## src/rtl/pipe_ctrl_pkg.sv

```systemverilog
// Shared definitions for the pipelined MIPS control unit: opcodes, bundle
// widths, field positions and ALUOp encodings.
package pipe_ctrl_pkg;

  localparam int unsigned OP_RTYPE = 0;
  localparam int unsigned OP_J     = 2;
  localparam int unsigned OP_BEQ   = 4;
  localparam int unsigned OP_ADDI  = 8;
  localparam int unsigned OP_LW    = 35;
  localparam int unsigned OP_SW    = 43;

  localparam int unsigned EX_W = 4;
  localparam int unsigned M_W  = 3;
  localparam int unsigned WB_W = 2;

  localparam int unsigned EX_REGDST   = 3;
  localparam int unsigned EX_ALUSRC   = 2;
  localparam int unsigned EX_ALUOP_HI = 1;
  localparam int unsigned EX_ALUOP_LO = 0;

  localparam int unsigned M_BRANCH   = 2;
  localparam int unsigned M_MEMREAD  = 1;
  localparam int unsigned M_MEMWRITE = 0;

  localparam int unsigned WB_REGWRITE = 1;
  localparam int unsigned WB_MEMTOREG = 0;

  localparam logic [1:0] ALUOP_ADD   = 2'b00;
  localparam logic [1:0] ALUOP_SUB   = 2'b01;
  localparam logic [1:0] ALUOP_FUNCT = 2'b10;

  typedef struct packed {
    logic [EX_W-1:0] ex;
    logic [M_W-1:0]  m;
    logic [WB_W-1:0] wb;
  } ctrl_t;

  localparam ctrl_t CTRL_NOP = '{ex: 4'b0000, m: 3'b000, wb: 2'b00};

endpackage

```

## src/rtl/pipe_control_unit_decode.sv

```systemverilog
// Pure combinational main decoder: opcode in ID to {ex, m, wb} bundles plus
// jump and illegal-opcode flags.
module pipe_ctrl_decode
  import pipe_ctrl_pkg::*;
#(
  parameter int OPCODE_W = 6
) (
  input  logic [OPCODE_W-1:0] opcode_i,
  input  logic                valid_i,
  output ctrl_t               ctrl_o,
  output logic                jump_o,
  output logic                illegal_o
);

  // Decode table; a non-valid slot decodes as a silent bubble.
  always_comb begin
    ctrl_o    = CTRL_NOP;
    jump_o    = 1'b0;
    illegal_o = 1'b0;
    if (valid_i) begin
      case (opcode_i)
        OPCODE_W'(OP_RTYPE): begin
          ctrl_o.ex[EX_REGDST]                = 1'b1;
          ctrl_o.ex[EX_ALUOP_HI:EX_ALUOP_LO]  = ALUOP_FUNCT;
          ctrl_o.wb[WB_REGWRITE]              = 1'b1;
        end
        OPCODE_W'(OP_LW): begin
          ctrl_o.ex[EX_ALUSRC]                = 1'b1;
          ctrl_o.ex[EX_ALUOP_HI:EX_ALUOP_LO]  = ALUOP_ADD;
          ctrl_o.m[M_MEMREAD]                 = 1'b1;
          ctrl_o.wb[WB_REGWRITE]              = 1'b1;
          ctrl_o.wb[WB_MEMTOREG]              = 1'b1;
        end
        OPCODE_W'(OP_SW): begin
          ctrl_o.ex[EX_ALUSRC]                = 1'b1;
          ctrl_o.ex[EX_ALUOP_HI:EX_ALUOP_LO]  = ALUOP_ADD;
          ctrl_o.m[M_MEMWRITE]                = 1'b1;
        end
        OPCODE_W'(OP_BEQ): begin
          // beq never writes the register file.
          ctrl_o.ex[EX_ALUOP_HI:EX_ALUOP_LO]  = ALUOP_SUB;
          ctrl_o.m[M_BRANCH]                  = 1'b1;
        end
        OPCODE_W'(OP_ADDI): begin
          ctrl_o.ex[EX_ALUSRC]                = 1'b1;
          ctrl_o.ex[EX_ALUOP_HI:EX_ALUOP_LO]  = ALUOP_ADD;
          ctrl_o.wb[WB_REGWRITE]              = 1'b1;
        end
        OPCODE_W'(OP_J): begin
          jump_o = 1'b1;
        end
        default: begin
          illegal_o = 1'b1;
        end
      endcase
    end else begin
      ctrl_o = CTRL_NOP;
    end
  end

endmodule

```

## src/rtl/pipe_control_unit.sv

```systemverilog
// Pipelined control unit: decodes in ID and stages control through ID/EX,
// EX/MEM and MEM/WB with load-use stall, flush and saturating event counters.
module pipe_control_unit
  import pipe_ctrl_pkg::*;
#(
  parameter int OPCODE_W  = 6,
  parameter int REG_W     = 5,
  parameter int CNT_W     = 16,
  parameter bit EN_HAZARD = 1'b1
) (
  input  logic                clk,
  input  logic                reset,
  input  logic [OPCODE_W-1:0] id_opcode,
  input  logic                id_valid,
  input  logic [REG_W-1:0]    id_rs,
  input  logic [REG_W-1:0]    id_rt,
  input  logic                flush,
  output logic [EX_W-1:0]     ex_ctrl,
  output logic [M_W-1:0]      mem_ctrl,
  output logic [WB_W-1:0]     wb_ctrl,
  output logic                id_jump,
  output logic                id_illegal,
  output logic                pc_write,
  output logic                ifid_write,
  output logic [CNT_W-1:0]    stall_cnt,
  output logic [CNT_W-1:0]    flush_cnt
);

  ctrl_t             dec_s;
  ctrl_t             idex_q, idex_d;
  logic [REG_W-1:0]  idex_rt_q, idex_rt_d;
  logic [M_W-1:0]    exmem_m_q, exmem_m_d;
  logic [WB_W-1:0]   exmem_wb_q, exmem_wb_d;
  logic [WB_W-1:0]   memwb_wb_q, memwb_wb_d;
  logic [CNT_W-1:0]  stall_cnt_q, stall_cnt_d;
  logic [CNT_W-1:0]  flush_cnt_q, flush_cnt_d;
  logic              hazard_s;
  logic              stall_s;

  function automatic logic [CNT_W-1:0] sat_inc(input logic [CNT_W-1:0] v);
    if (&v) begin
      return v;
    end else begin
      return v + CNT_W'(1);
    end
  endfunction

  pipe_ctrl_decode #(
    .OPCODE_W(OPCODE_W)
  ) u_decode (
    .opcode_i (id_opcode),
    .valid_i  (id_valid),
    .ctrl_o   (dec_s),
    .jump_o   (id_jump),
    .illegal_o(id_illegal)
  );

  // A load in EX whose destination feeds the instruction in ID forces one bubble.
  assign hazard_s = EN_HAZARD && idex_q.m[M_MEMREAD] && (idex_rt_q != '0) &&
                    ((idex_rt_q == id_rs) || (idex_rt_q == id_rt));
  assign stall_s    = hazard_s && !flush;
  assign pc_write   = !reset && !stall_s;
  assign ifid_write = !reset && !stall_s;

  // Next-state for the control pipeline and event counters.
  always_comb begin
    idex_d      = CTRL_NOP;
    idex_rt_d   = '0;
    exmem_m_d   = '0;
    exmem_wb_d  = '0;
    memwb_wb_d  = '0;
    stall_cnt_d = stall_cnt_q;
    flush_cnt_d = flush_cnt_q;
    if (reset) begin
      stall_cnt_d = '0;
      flush_cnt_d = '0;
    end else begin
      if (flush || stall_s) begin
        idex_d    = CTRL_NOP;
        idex_rt_d = '0;
      end else begin
        idex_d    = dec_s;
        idex_rt_d = id_valid ? id_rt : '0;
      end
      if (flush) begin
        exmem_m_d  = '0;
        exmem_wb_d = '0;
      end else begin
        exmem_m_d  = idex_q.m;
        exmem_wb_d = idex_q.wb;
      end
      memwb_wb_d = exmem_wb_q;
      if (stall_s) begin
        stall_cnt_d = sat_inc(stall_cnt_q);
      end else begin
        stall_cnt_d = stall_cnt_q;
      end
      if (flush) begin
        flush_cnt_d = sat_inc(flush_cnt_q);
      end else begin
        flush_cnt_d = flush_cnt_q;
      end
    end
  end

  // Pipeline control registers and counters.
  always_ff @(posedge clk) begin
    idex_q      <= idex_d;
    idex_rt_q   <= idex_rt_d;
    exmem_m_q   <= exmem_m_d;
    exmem_wb_q  <= exmem_wb_d;
    memwb_wb_q  <= memwb_wb_d;
    stall_cnt_q <= stall_cnt_d;
    flush_cnt_q <= flush_cnt_d;
  end

  assign ex_ctrl   = idex_q.ex;
  assign mem_ctrl  = exmem_m_q;
  assign wb_ctrl   = memwb_wb_q;
  assign stall_cnt = stall_cnt_q;
  assign flush_cnt = flush_cnt_q;

endmodule

```

## config.mk

```make
export PLATFORM = sky130hd
export DESIGN_NAME = pipe_control_unit
export DESIGN_NICKNAME = d
export VERILOG_FILES = /design/src/rtl/pipe_ctrl_pkg.sv /design/src/rtl/pipe_control_unit_decode.sv /design/src/rtl/pipe_control_unit.sv
export SDC_FILE = /design/constraint.sdc
export NUM_CORES = 1
export LEC_CHECK = 0
export BUFFER_PORTS_ARGS = -buffer_cell sky130_fd_sc_hd__buf_2
export CAP_MARGIN = 20
export CORE_MARGIN = 4
export CORE_UTILIZATION = 58
export CTS_CLUSTER_DIAMETER = 200
export DETAILED_ROUTE_END_ITERATION = 8
export PLACE_DENSITY = 0.92
export SKIP_LAST_GASP = 1
export SYNTH_ARGS = -nofsm -noshare
export SYNTH_HDL_FRONTEND = slang
export SYNTH_HIERARCHICAL = 1
export SYNTH_SLANG_ARGS = --single-unit
```

## constraint.sdc

```tcl
create_clock -name clk -period 4.85 [get_ports clk]
set_clock_uncertainty 0.2 [all_clocks]
set_input_delay 0.485 -clock clk [delete_from_list [all_inputs] [get_ports clk]]
set_output_delay 0.485 -clock clk [all_outputs]
set_load 0.01 [all_outputs]
```

### Word-level counts from Yosys, hierarchy flattened

Index checks and enable logic that the tools add are counted.

| cells by class | value |
|---|---|
| add/sub/neg operators | 2 |
| multiply operators | 0 |
| divide/modulo/power cells | 0 |
| order comparisons | 0 |
| equal/unequal tests | 7 |
| shift-type cells | 0 |
| multiplexer cells | 11 |
| bitwise operators | 3 |
| reduce and logical (&&, ||, !) cells | 20 |

Operator list:

| kind | number |
|---|---|
| adder 16 x 1 -> 16 bit, second input constant | 2 |
| AND reduction 16 bit | 2 |
| equality test 6 bit, second input constant | 2 |
| equality test 5 bit | 2 |
| 2-to-1 mux 1 bit | 10 |
| OR reduction 3 bit | 3 |
| equality test 6 x 2 -> 1 bit, second input constant | 1 |
| equality test 6 x 3 -> 1 bit, second input constant | 1 |
| equality test 6 x 4 -> 1 bit, second input constant | 1 |
| zero test 6 bit | 1 |
| OR reduction 6 bit | 1 |
| nonzero test 5 bit | 1 |
| logical AND 1 bit | 4 |
| one-hot mux 2 bit (2 select lines) | 1 |
| AND reduction 2 bit | 2 |
| zero test 1 bit | 3 |
| inverter 1 bit | 3 |
| logical OR 1 bit | 2 |
| OR reduction 2 bit | 1 |

| word-level totals | value |
|---|---|
| register bits after elaboration | 53 |
| bits in latches | 0 |
| RAM bits | 0 |
| memory bits (read-only) | 0 |
| output and inout port bits | 45 |
| memories kept | 0 |

### Depth between registers and ports, before layout

Gate-level depths: netlist (run 1).

| depth | value |
|---|---|
| word-level depth | 6 |
| depth in mapped cells | 8 |

### Modules after synthesis

Netlist (run 1), hierarchy kept.

Modules (own cells, without submodules):

| module | times used | cells an instance | area an instance (um2) | seq. area each (um2) |
|---|---|---|---|---|
| pipe_control_unit | 1 | 275 | 2,537.4 | 1,061.0 |
| pipe_ctrl_decode | 1 | 23 | 167.7 | 0.0 |

### Worst setup path before layout (run 1)

OpenSTA, ideal clock, no wires.

| timing path | value |
|---|---|
| path kind | input-to-output |
| start | input id_rt[2] |
| end | output pc_write |
| arrival | 1,721 ps |
| slack | 2,444 ps |
| cell stages on the path | 8 |
| path buffers | 3 |
| cell sequence | xor2_1 -> nor2_1 -> a22oi_2 -> buf_6 -> buf_4 -> nor3_1 -> nor2_1 -> buf_4 |

| between the ends | value |
|---|---|
| longest elaborated chain between the ends | 6 |

RTL lines:

| item | line | text |
|---|---|---|
| start: declaration | pipe_control_unit.sv:16 | `input logic [REG_W-1:0] id_rt,` |
| equality test 5 bit | pipe_control_unit.sv:60 | `((idex_rt_q == id_rs) \|\| (idex_rt_q == id_rt));` |
| logical OR 1 bit | pipe_control_unit.sv:60 |  |
| logical AND 1 bit | pipe_control_unit.sv:59 | `assign hazard_s = EN_HAZARD && idex_q.m[M_MEMREAD] && (idex_rt_q != '0) &&` |
| logical AND 1 bit | pipe_control_unit.sv:61 | `assign stall_s = hazard_s && !flush;` |
| zero test 1 bit | - |  |
| logical AND 1 bit | - |  |
| end: declaration | pipe_control_unit.sv:23 | `output logic pc_write,` |

Every way passes these cells.

### Worst setup path in the final report (run 1)

| timing path | value |
|---|---|
| start | register idex_rt_q[0] |
| end | output ifid_write |

| between the ends | value |
|---|---|
| longest elaborated chain between the ends | 6 |

RTL lines:

| item | line | text |
|---|---|---|
| start: declaration | pipe_control_unit.sv:31 | `logic [REG_W-1:0] idex_rt_q, idex_rt_d;` |
| start signal: assignment | pipe_control_unit.sv:109 | `idex_rt_q <= idex_rt_d;` |
| equality test 5 bit or nonzero test 5 bit (tied branches) | pipe_control_unit.sv:60, pipe_control_unit.sv:59 |  |
| logical OR 1 bit or logical AND 1 bit (tied branches) | pipe_control_unit.sv:60, pipe_control_unit.sv:59 |  |
| logical AND 1 bit (*) | pipe_control_unit.sv:59 |  |
| logical AND 1 bit (*) | pipe_control_unit.sv:61 |  |
| zero test 1 bit (*) | pipe_control_unit.sv:63 | `assign ifid_write = !reset && !stall_s;` |
| logical AND 1 bit (*) | pipe_control_unit.sv:63 |  |
| end: declaration | pipe_control_unit.sv:24 | `output logic ifid_write,` |

Every way passes the cells marked *; elsewhere a longest branch is shown, timed or not.

==> results of run 1 <==
## synthesized netlist by cell type (2+ instances only)
cell      number
dfxtp_1       53
nor2_1        36
xor2_1        21
nand2_1       17
nand3_1       17
and2_1        15
a21oi_1       10
and3_1        10
nand4_1       10
buf_4          8
nor2b_1        8
o21ai_0        8
nor3_1         7
or4_1          6
mux2_4         5
o31ai_1        5
inv_1          4
or3_1          4
and4_1         3
buf_6          3
mux2i_1        3
nand2b_1       3
and2b_1        2
and4b_2        2
buf_1          2
clkbuf_1       2
ha_1           2
nand3b_1       2
nand4_2        2
nor3b_2        2
nor4_1         2
o21a_1         2
## stage by stage
| step | hold slack (ns) | setup slack (ns) | std cells | util, % |
|---|---|---|---|---|
| 2_1_floorplan | 0.206 | 2.44 | 298 | - |
| 3_3_place_gp | 0.212 | 2.04 | 397 | 66.5 |
| 3_5_place_dp | 0.214 | 1.92 | 397 | 66.5 |
| 4_1_cts | 0.216 | 1.72 | 405 | 68.6 |
| 5_1_grt | 0.221 | 1.56 | 405 | 68.6 |
| 6_report | 0.221 | 1.73 | 405 | 68.6 |
## per-layer routing
layer | global-route usage [%] | wire length, um | part of all wire, %
met1 | 22.9 | 2370 | 43
met2 | 33.9 | 2690 | 49
met3 | 5.08 | 379 | 6.9
met4 | 6.88 | 74 | 1.3
met5 | 0 | 0 | 0
## state kept, by name, indices dropped and copies added (netlist names)
register and flops:
idex_q 5, ex_ctrl 4, exmem_wb_q 2, flush_cnt 16
stall_cnt 16, idex_rt_q 5, wb_ctrl 2, mem_ctrl 3
## area by class of cell
| class | count | area, um2 |
|---|---|---|
| repair buffers | 64 | 320 |
| clock buffers | 5 | 68.8 |
| multi-input cells | 224 | 1500 |
| fillers | 369 | 1390 |
| clock inverters | 3 | 25.0 |
| inverters | 4 | 15.0 |
| flip-flops and latches | 53 | 1060 |
| well taps | 52 | 65.1 |
## where the power goes
part / switching (mW) / internal (mW) / leakage (nW) / total [mW]
combinational: 0.0307 / 0.0187 / 0.843 / 0.0494
sequential: 0.00337 / 0.438 / 0.428 / 0.441
clock: 0.153 / 0.104 / 0.0447 / 0.257
## critical path, cell delays in order (launching register included)
cell and delay, ns:
dfxtp_1 0.42, xor2_1 0.17, nor3_1 0.09, a22oi_2 0.91, nor3_1 0.13, nor2_1 0.23
buf_2 0.18
## cells by family after synthesis
kind of cell / synth area share (%)
AOI/OAI and AO/OA: 7.59
xor gates and xnor gates: 6.80
adders and majority gates: 0.925
buffers and inverters: 5.50
DFF: 39.2
muxes: 4.30
and+or+nand+nor: 35.7
## path summary, 6_finish.rpt
kind,start,endpoint
worst max-delay path,idex_rt_q[0],ifid_write
worst min-delay path,id_rt[3],idex_rt_q[3]
worst max register to register,idex_rt_q[0],idex_rt_q[1]
worst min register to register,idex_q[2],mem_ctrl[0]
==> metrics, run 1 <==
Fin. Hold Viols 0; Die Y 76.3 um; pin count of the biggest net entering global routing 44; clock root buffer clkbuf_8; period utilization 64.3%; Syn Nets 320; vias in the first global route 2123; Starting DRT DRC Count 176; Inserted Clock Buffers 5; R2R cell count 5; total gr overflow 0; Max Cap Viol 0; via count 2300; die footprint 0.00582 mm2; setup violators final 0; area delta synth->final 12.8%; worst path arrival time 2.43 ns; register area share after synthesis 39.2%; first-pass GRT wire length 9.41 mm; critical path class reg2out; CP Launch Type flop; TritonCTS clock tree built; H-Tree Level Count 2; diode count 0; Syn. warnings 6; Highest Clock Rate 321 MHz; worst slew pin tran 1.16 ns; final wirelength 5.52 mm; PostCTS Resize Cnt 0; layout cells sized above 1 27.2%; CTS Sinks 53; clk_lat worst skew 0.31 ns; DP HPWL 4.10 mm; Worst EP required 4.16 ns; I/O pin total 65; routed vias/inst 5.68; Placed Area 0.00296 mm2; antenna-violating nets left 0; setup repair bufs after CTS 0; ys flop type dfxtp_1; CORE AREA 0.00444 mm2; count of hold-fix buffers inserted at cts 0; status finished clean; Pwr Density 245 mW/mm2; Synth Cell Area 0.00271 mm2; post-synthesis async set-or-reset flop share 0%; Mapped Cells 298; nets@finish 374; number of enable flip-flop cells after synthesis 0; worst hold path class in2reg; total power 0.748 mW; PortBufs 64; commonest non-fill, non-tap cells in the layout buf_2, dfxtp_1, nor2_1; library cells used by synthesis 54; Yosys top cell area share 39.2%; Syn Area/Cell 9.08 um2; leading area contributor after synthesis dfxtp_1; leak pwr 1.32 nW; initial antenna violation count 0; Hold Crit Depth 2; register bit count reported by yosys 53; gr usage total 19.4%; GPL Wtd Cong 0.858; Final Max Slew Viols 0; Max clock buf depth 2; Crit. End Element output port; Tmin final 3.12 ns; Rows 24; WL/cell 13.6 um; largest fanout on the critical path 26; maximum VDD drop 0.000161 V; Worst slew margin 22.5%; cell area after layout 0.00305 mm2; die span in x 76.3 um; Detailed Routing Iterations Pass 1 5; setup_tns 0 ns; clock transition at the registers of the reported paths 0.09 ns; RSZ-0062 raised after global routing false; DRC viols 0; initial core utilization 60.9%; most common cell after layout, fill and taps aside buf_2; largest cells by area after synthesis dfxtp_1, xor2_1, nor2_1; reg2reg setup slack 2.34 ns
Power figures use the tool's default switching activity.
==> run 2, diff against run 1 <==
--- a/config.mk
+++ b/config.mk
@@ -5,13 +5,14 @@
 export SDC_FILE = /design/constraint.sdc
 export NUM_CORES = 1
 export LEC_CHECK = 0
+export ABC_AREA = 1
 export BUFFER_PORTS_ARGS = -buffer_cell sky130_fd_sc_hd__buf_2
 export CAP_MARGIN = 20
 export CORE_MARGIN = 4
-export CORE_UTILIZATION = 58
+export CORE_UTILIZATION = 54
 export CTS_CLUSTER_DIAMETER = 200
 export DETAILED_ROUTE_END_ITERATION = 8
-export PLACE_DENSITY = 0.92
+export PLACE_DENSITY = 0.87
 export SKIP_LAST_GASP = 1
 export SYNTH_ARGS = -nofsm -noshare
 export SYNTH_HDL_FRONTEND = slang
==> constraint.sdc (replaced) <==
create_clock -name clk -period 2.9 [get_ports clk]
set_clock_uncertainty 0.2 [all_clocks]
set_input_delay 0.29 -clock clk [delete_from_list [all_inputs] [get_ports clk]]
set_output_delay 0.29 -clock clk [all_outputs]
set_load 0.01 [all_outputs]
==> run 2 against run 1 <==
  * Register-to-register slack worse by 1.3 ns
  * Clock-buffer cell count up 1
  * Sequential share of layout area down 1.8 points
  * Die area up 9.8%
  * Sequential power up 68%
  * First-iteration DRC count down 9.7%
  * Critical path type is now in2out
  * Critical endpoint unchanged
  * Largest power group unchanged
==> metrics, run 2 <==
via count 2731 (+19%); most common cell after layout, fill and taps aside nand2_1; total gr overflow 0 (unchanged); pre-CTS WS 1.04 ns (-0.870 ns); I/O pin total 65 (unchanged); Die Y 80.0 um (+4.8%); CP cell instances dlygate4sd3_1, buf_2, nor2_1, nor2_1, nor2_1, nand3_1, nand2_2, nand3_4, nand2_1, inv_1, buf_2; worst slew pin tran 0.426 ns (-0.737 ns); most numerous cell in the Yosys netlist nand2_1; critical path class in2out; register area share after synthesis 37.9% (-1.3 points); ys flop type dfxtp_1; Crit. End Element output port; Layout Cells excl Fill 567 (+40%); initial core utilization 57.3% (-3.6 points); antenna-violating nets left 0 (unchanged); PostCTS Resize Cnt 0 (unchanged); Hold Crit Depth 3 (+1); Inserted Clock Buffers 5 (unchanged); routed vias/inst 4.82 (-15%); Tmin final 2.37 ns; synth cell count leaders nand2_1, nor2_1, inv_1; WHS 0.0151 ns (-0.206 ns); multi-input combinational cell area 0.00137 mm2 (-8.1%); Max Cap Viol 0 (unchanged); commonest non-fill, non-tap cells in the layout nand2_1, nor2_1, inv_1; RSZ-0062 raised after global routing false; Pwr Density 385 mW/mm2 (+57%); Syn Nets 460 (+44%); hold path startpoint id_rt[3]; Syn Area/Cell 6.38 um2 (-30%); CTS Sinks 53 (unchanged); Worst R2R Start stall_cnt[0]; area delta synth->final 15.0%; DP HPWL 4.64 mm (+13%); slowest CP cell dlygate4sd3_1; vias in the first global route 2479 (+17%); CP Launch Type input pin; Cells after DPL 558 (+41%); leak pwr 1.57 nW (+20%); worst hold path class in2reg; Detailed Routing Iterations Pass 1 4 (-1); clock root buffer clkbuf_8; library cells used by synthesis 34 (-37%); nets@finish 521 (+39%); R2R Path End stall_cnt[2]; reg2reg setup slack 1.04 ns (-1.30 ns); Highest Clock Rate 422 MHz; max incr delay on CP 0.53 ns (-0.38 ns); period utilization 81.6%; die footprint 0.00639 mm2 (+9.8%); maximum VDD drop 0.000224 V (+40%); end of the worst hold path idex_rt_q[3]; first-pass GRT wire length 9.93 mm (+5.5%); Syn. warnings 6 (unchanged); setup repair bufs after CTS 0 (unchanged); Mapped Cells 438 (+47%); die span in x 80.0 um (+4.8%); Most common cell on crit path nor2_1; number of enable flip-flop cells after synthesis 0 (unchanged); PnR worst setup slack 0.533 ns (-1.20 ns); diode count 0 (unchanged); worst path arrival time 1.88 ns (-0.55 ns); leading area contributor after synthesis dfxtp_1; Worst EP required 2.41 ns (-1.75 ns); initial antenna violation count 0 (unchanged); H-Tree Level Count 2 (unchanged); Synth Cell Area 0.00280 mm2 (+3.4%); PortBufs 64 (unchanged); Worst slew margin 71.6% (+49 points); largest fanout on the critical path 10 (-62%); clock transition at the registers of the reported paths 0.09 ns (about the same); DRC viols 0 (unchanged); Final Max Slew Viols 0 (unchanged); Fin. Hold Viols 0 (unchanged); clk_lat worst skew 0.31 ns (about the same); pin count of the biggest net entering global routing 28 (-36%); post-synthesis async set-or-reset flop share 0% (unchanged); Starting DRT DRC Count 159 (-9.7%); layout cells sized above 1 18.2% (-9.0 points); FILL cells 473 (+28%); WL/cell 10.6 um (-22%); gr usage total 19.3% (-0.15 points); Util after Layout 65.9% (-2.7 points); largest cells by area after synthesis dfxtp_1, nand2_1, nor2_1; setup violators final 0 (unchanged); Max clock buf depth 2 (unchanged); Rows 25 (+4.2%); Yosys top cell area share 37.9% (-1.3 points); register area 0.00106 mm2 (unchanged); CORE AREA 0.00488 mm2 (+9.8%); register bit count reported by yosys 53 (unchanged); TritonCTS clock tree built; setup_tns 0 ns (unchanged); GPL Wtd Cong 0.901 (+5.0%); count of hold-fix buffers inserted at cts 1 (+1); status finished clean; final wirelength 5.99 mm (+8.5%); R2R cell count 10 (+5)
-- run 2: cell count changes in the layout (fill, tap and decap cells not counted), moves of 8 or more --
cell | before | now
inv_1 | 4 | 74
and2_1 | 15 | 1
nor2b_1 | 8 | 0
nor2_1 | 36 | 96
xor2_1 | 21 | 4
and3_1 | 10 | 2
nand2_1 | 17 | 108
-- run 2: logic make-up (layout without fill, tap and decap cells) --
family | Yosys count | in the layout | share of synthesized area [%]
buffers and inverters | 87 | 149 | 12.9
and+or+nand+nor | 259 | 259 | 40.4
DFF | 53 | 53 | 37.9
xor gates and xnor gates | 6 | 6 | 1.88
adders and majority gates | 2 | 2 | 0.895
AOI/OAI and AO/OA | 31 | 31 | 5.95
-- run 2: how the worst max path moves through the flow --
| stage | endpoint | slack [ns] | cells past startpoint | from |
|---|---|---|---|---|
| global route | ifid_write | 0.43 | 11 | id_rt[0] |
| CTS | ifid_write | 0.53 | 11 | id_rt[0] |
| finish | ifid_write | 0.53 | 11 | id_rt[0] |
| global placement | ifid_write | 1.11 | 10 | idex_rt_q[0] |
| detailed placement | ifid_write | 1.04 | 10 | idex_rt_q[2] |
| floorplan | flush_cnt[11] | 1.16 | 11 | flush_cnt[0] |
-- run 2: per-layer routing --
metal | vias to the layer above | routed length (um) | global-route usage [%]
met5 | - | 0 | 0
met4 | 0 | 97 | 7.94
met3 | 8 | 325 | 3.95
met2 | 68 | 2950 | 35.9
met1 | 1204 | 2620 | 20.9
li1 | 1451 | - | -
-- run 2: worst max-delay path: cells and delay by family --
family	cells	cell delay (ns)
and+or+nand+nor	7	0.74
buffers and inverters	4	0.84
-- run 2: layout make-up --
cell class | count | share of cell area (%)
sequential | 53 | 33.0
timing repair buffer | 65 | 10.3
clock buffer | 6 | 2.26
multi-input combinational | 298 | 42.7
inverter | 76 | 8.87
tap | 67 | 2.61
clock inverter | 2 | 0.311
-- run 2: through the flow --
| stage | area [um2] | power (mW) |
|---|---|---|
| CTS | 3220 | 1.25 |
| finish | 3220 | 1.24 |
| global route | 3220 | 1.30 |
| detailed placement | 3120 | 0.854 |
| global placement | 3120 | 0.850 |
| floorplan | 2800 | 0.820 |
-- run 2: report_power, final --
group	leakage (nW)	total, mW	internal [mW]	switching (mW)
clock network	0.0450	0.402	0.168	0.235
registers	0.428	0.739	0.733	0.00564
logic	1.10	0.0983	0.0363	0.0621
==> run 3, diff against run 2 <==
==> constraint.sdc (replaced) <==
create_clock -name clk -period 2.3 [get_ports clk]
set_clock_uncertainty 0.2 [all_clocks]
set_input_delay 0.23 -clock clk [delete_from_list [all_inputs] [get_ports clk]]
set_output_delay 0.23 -clock clk [all_outputs]
set_load 0.01 [all_outputs]
==> run 3 against run 2 <==
  * Final area grew 2.7%
  * Combinational power rose by 34%
  * Non-clock buffer count increased by 9
  * Routed wire length up 1.9%
  * Sequential share of layout area shrank 0.86 points
  * Power increased by 26%
  * Clock-buffer cell count shrank 1
  * Via count is 1.2% higher
  * Critical endpoint is now pc_write
  * Clock power is 25% higher
==> metrics, run 3 (synthesis gave the netlist of run 2 again) <==
RSZ-0062 raised after global routing false; die footprint 0.00639 mm2 (unchanged); pre-CTS WS 0.421 ns (-0.624 ns); PnR worst setup slack 0.146 ns (-0.387 ns); hold path startpoint reset; Highest Clock Rate 464 MHz; layout cells sized above 1 19.1% (+0.86 points); leak pwr 1.61 nW (+2.5%); CTS Sinks 53 (unchanged); Starting DRT DRC Count 149 (-6.3%); DRC viols 0 (unchanged); largest fanout on the critical path 6 (-4); period utilization 93.7%; CP Launch Type input pin; Final Max Slew Viols 0 (unchanged); PortBufs 64 (unchanged); routed vias/inst 4.80 (-0.37%); Max Cap Viol 0 (unchanged); final wirelength 6.10 mm (+1.9%); Util after Layout 67.7% (+1.8 points); Max clock buf depth 2 (unchanged); CORE AREA 0.00488 mm2 (unchanged); met1 Use GR 22.4% (+1.5 points); met3 Usage GRT 3.50% (-0.45 points); Detailed Routing Iterations Pass 1 4 (unchanged); via count 2764 (+1.2%); initial antenna violation count 0 (unchanged); WHS 0.0485 ns (+0.0334 ns); clock transition at the registers of the reported paths 0.09 ns (about the same); DP HPWL 4.63 mm (-0.34%); grt met2 use 36.1% (+0.17 points); maximum VDD drop 0.000294 V (+31%); vias in the first global route 2481 (+0.081%); diode count 0 (unchanged); nets@finish 530 (+1.7%); end of the worst hold path flush_cnt[11]; R2R cell count 10 (unchanged); GPL Wtd Cong 0.942 (+4.6%); die span in x 80.0 um (unchanged); setup violators final 0 (unchanged); pin count of the biggest net entering global routing 28 (unchanged); clock root buffer clkbuf_8; gr busiest metal met2; antenna-violating nets left 0 (unchanged); clk_lat worst skew 0.30 ns (about the same); Die Y 80.0 um (unchanged); Pwr Density 474 mW/mm2 (+23%); Tmin final 2.15 ns; setup_tns 0 ns (unchanged); worst path arrival time 1.72 ns (-0.16 ns); status finished clean; Cells after DPL 558 (unchanged); Inserted Clock Buffers 5 (unchanged); Worst R2R Start stall_cnt[0]; worst slew pin tran 0.451 ns (+0.0259 ns); Layout Cells excl Fill 576 (+1.6%); most common cell after layout, fill and taps aside nand2_1; TritonCTS clock tree built; Worst slew margin 69.9% (-1.7 points); first-pass GRT wire length 10.2 mm (+2.4%); I/O pin total 65 (unchanged); critical path class in2out; initial core utilization 57.3% (unchanged); area delta synth->final 18.1%; WL/cell 10.6 um (+0.34%); gr usage total 19.5% (+0.23 points); R2R Path End stall_cnt[4]; Fin. Hold Viols 0 (unchanged); H-Tree Level Count 2 (unchanged); reg2reg setup slack 0.38 ns (-0.66 ns); Hold Crit Depth 2 (-1); worst hold path class in2reg; Crit. End Element output port; total gr overflow 0 (unchanged); Rows 25 (unchanged); commonest non-fill, non-tap cells in the layout nand2_1, nor2_1, inv_1; Worst EP required 1.87 ns (-0.54 ns)
[run 3: changes by cell type in the layout (fill, tap and decap cells not counted)]
cell,delta
dlygate4sd3_1,+4
clkbuf_1,-1
nand2_4,+1
buf_4,+5
nand2_2,-1
clkinvlp_4,+1
[run 3: final cells by class]
type / count / area, um2
inverters: 76 / 285
repair buffers: 74 / 408
fillers: 449 / 1580
clock inverters: 3 / 17.5
flip-flops and latches: 53 / 1060
multi-input cells: 298 / 1380
clock buffers: 5 / 68.8
well taps: 67 / 83.8
[run 3: routing by layer]
metal  vias to the layer above  wire [um]
met2                        74       3040
met4                         0         77
li1                       1462          -
met1                      1220       2590
met5                         -          0
met3                         8        390
[run 3: per-stage QoR]
stage               area (um2)  power, mW
floorplan                 2800       1.03
global placement          3120       1.07
detailed placement        3120       1.08
CTS                       3260       1.58
global route              3300       1.64
finish                    3300       1.57
[run 3: power breakdown]
part	total (mW)	internal (mW)	switching, mW
clock network	0.503	0.211	0.292
logic	0.132	0.0522	0.0796
registers	0.932	0.924	0.00716
total	1.57	1.19	0.379
[run 3: what timing repair did]
| action | in CTS | in global routing |
|---|---|---|
| setup buffers | 0 | 5 |
| hold endpoints to repair | 5 | 0 |
| endpoints found under the setup margin | 0 | 2 |
| hold buffers | 5 | 0 |
| resized for setup | 0 | 1 |
[run 3: critical path, cell delays in order]
cell and delay [ns]:
dlygate4sd3_1 0.52, buf_2 0.11, inv_1 0.05, nand2_1 0.05, nand2_1 0.04, nor2_1 0.10, nand3_1 0.12, nand2_4 0.13
nand3_4 0.11, nand2_1 0.08, inv_1 0.05, buf_2 0.13
[run 3: worst max-delay path by stage]
stage	startpoint	end
2_1_floorplan	flush_cnt[0]	flush_cnt[11]
3_3_place_gp	stall_cnt[0]	stall_cnt[4]
3_5_place_dp	stall_cnt[0]	stall_cnt[4]
4_1_cts	id_rt[4]	pc_write
5_1_grt	id_rt[1]	pc_write
6_report	id_rt[2]	pc_write
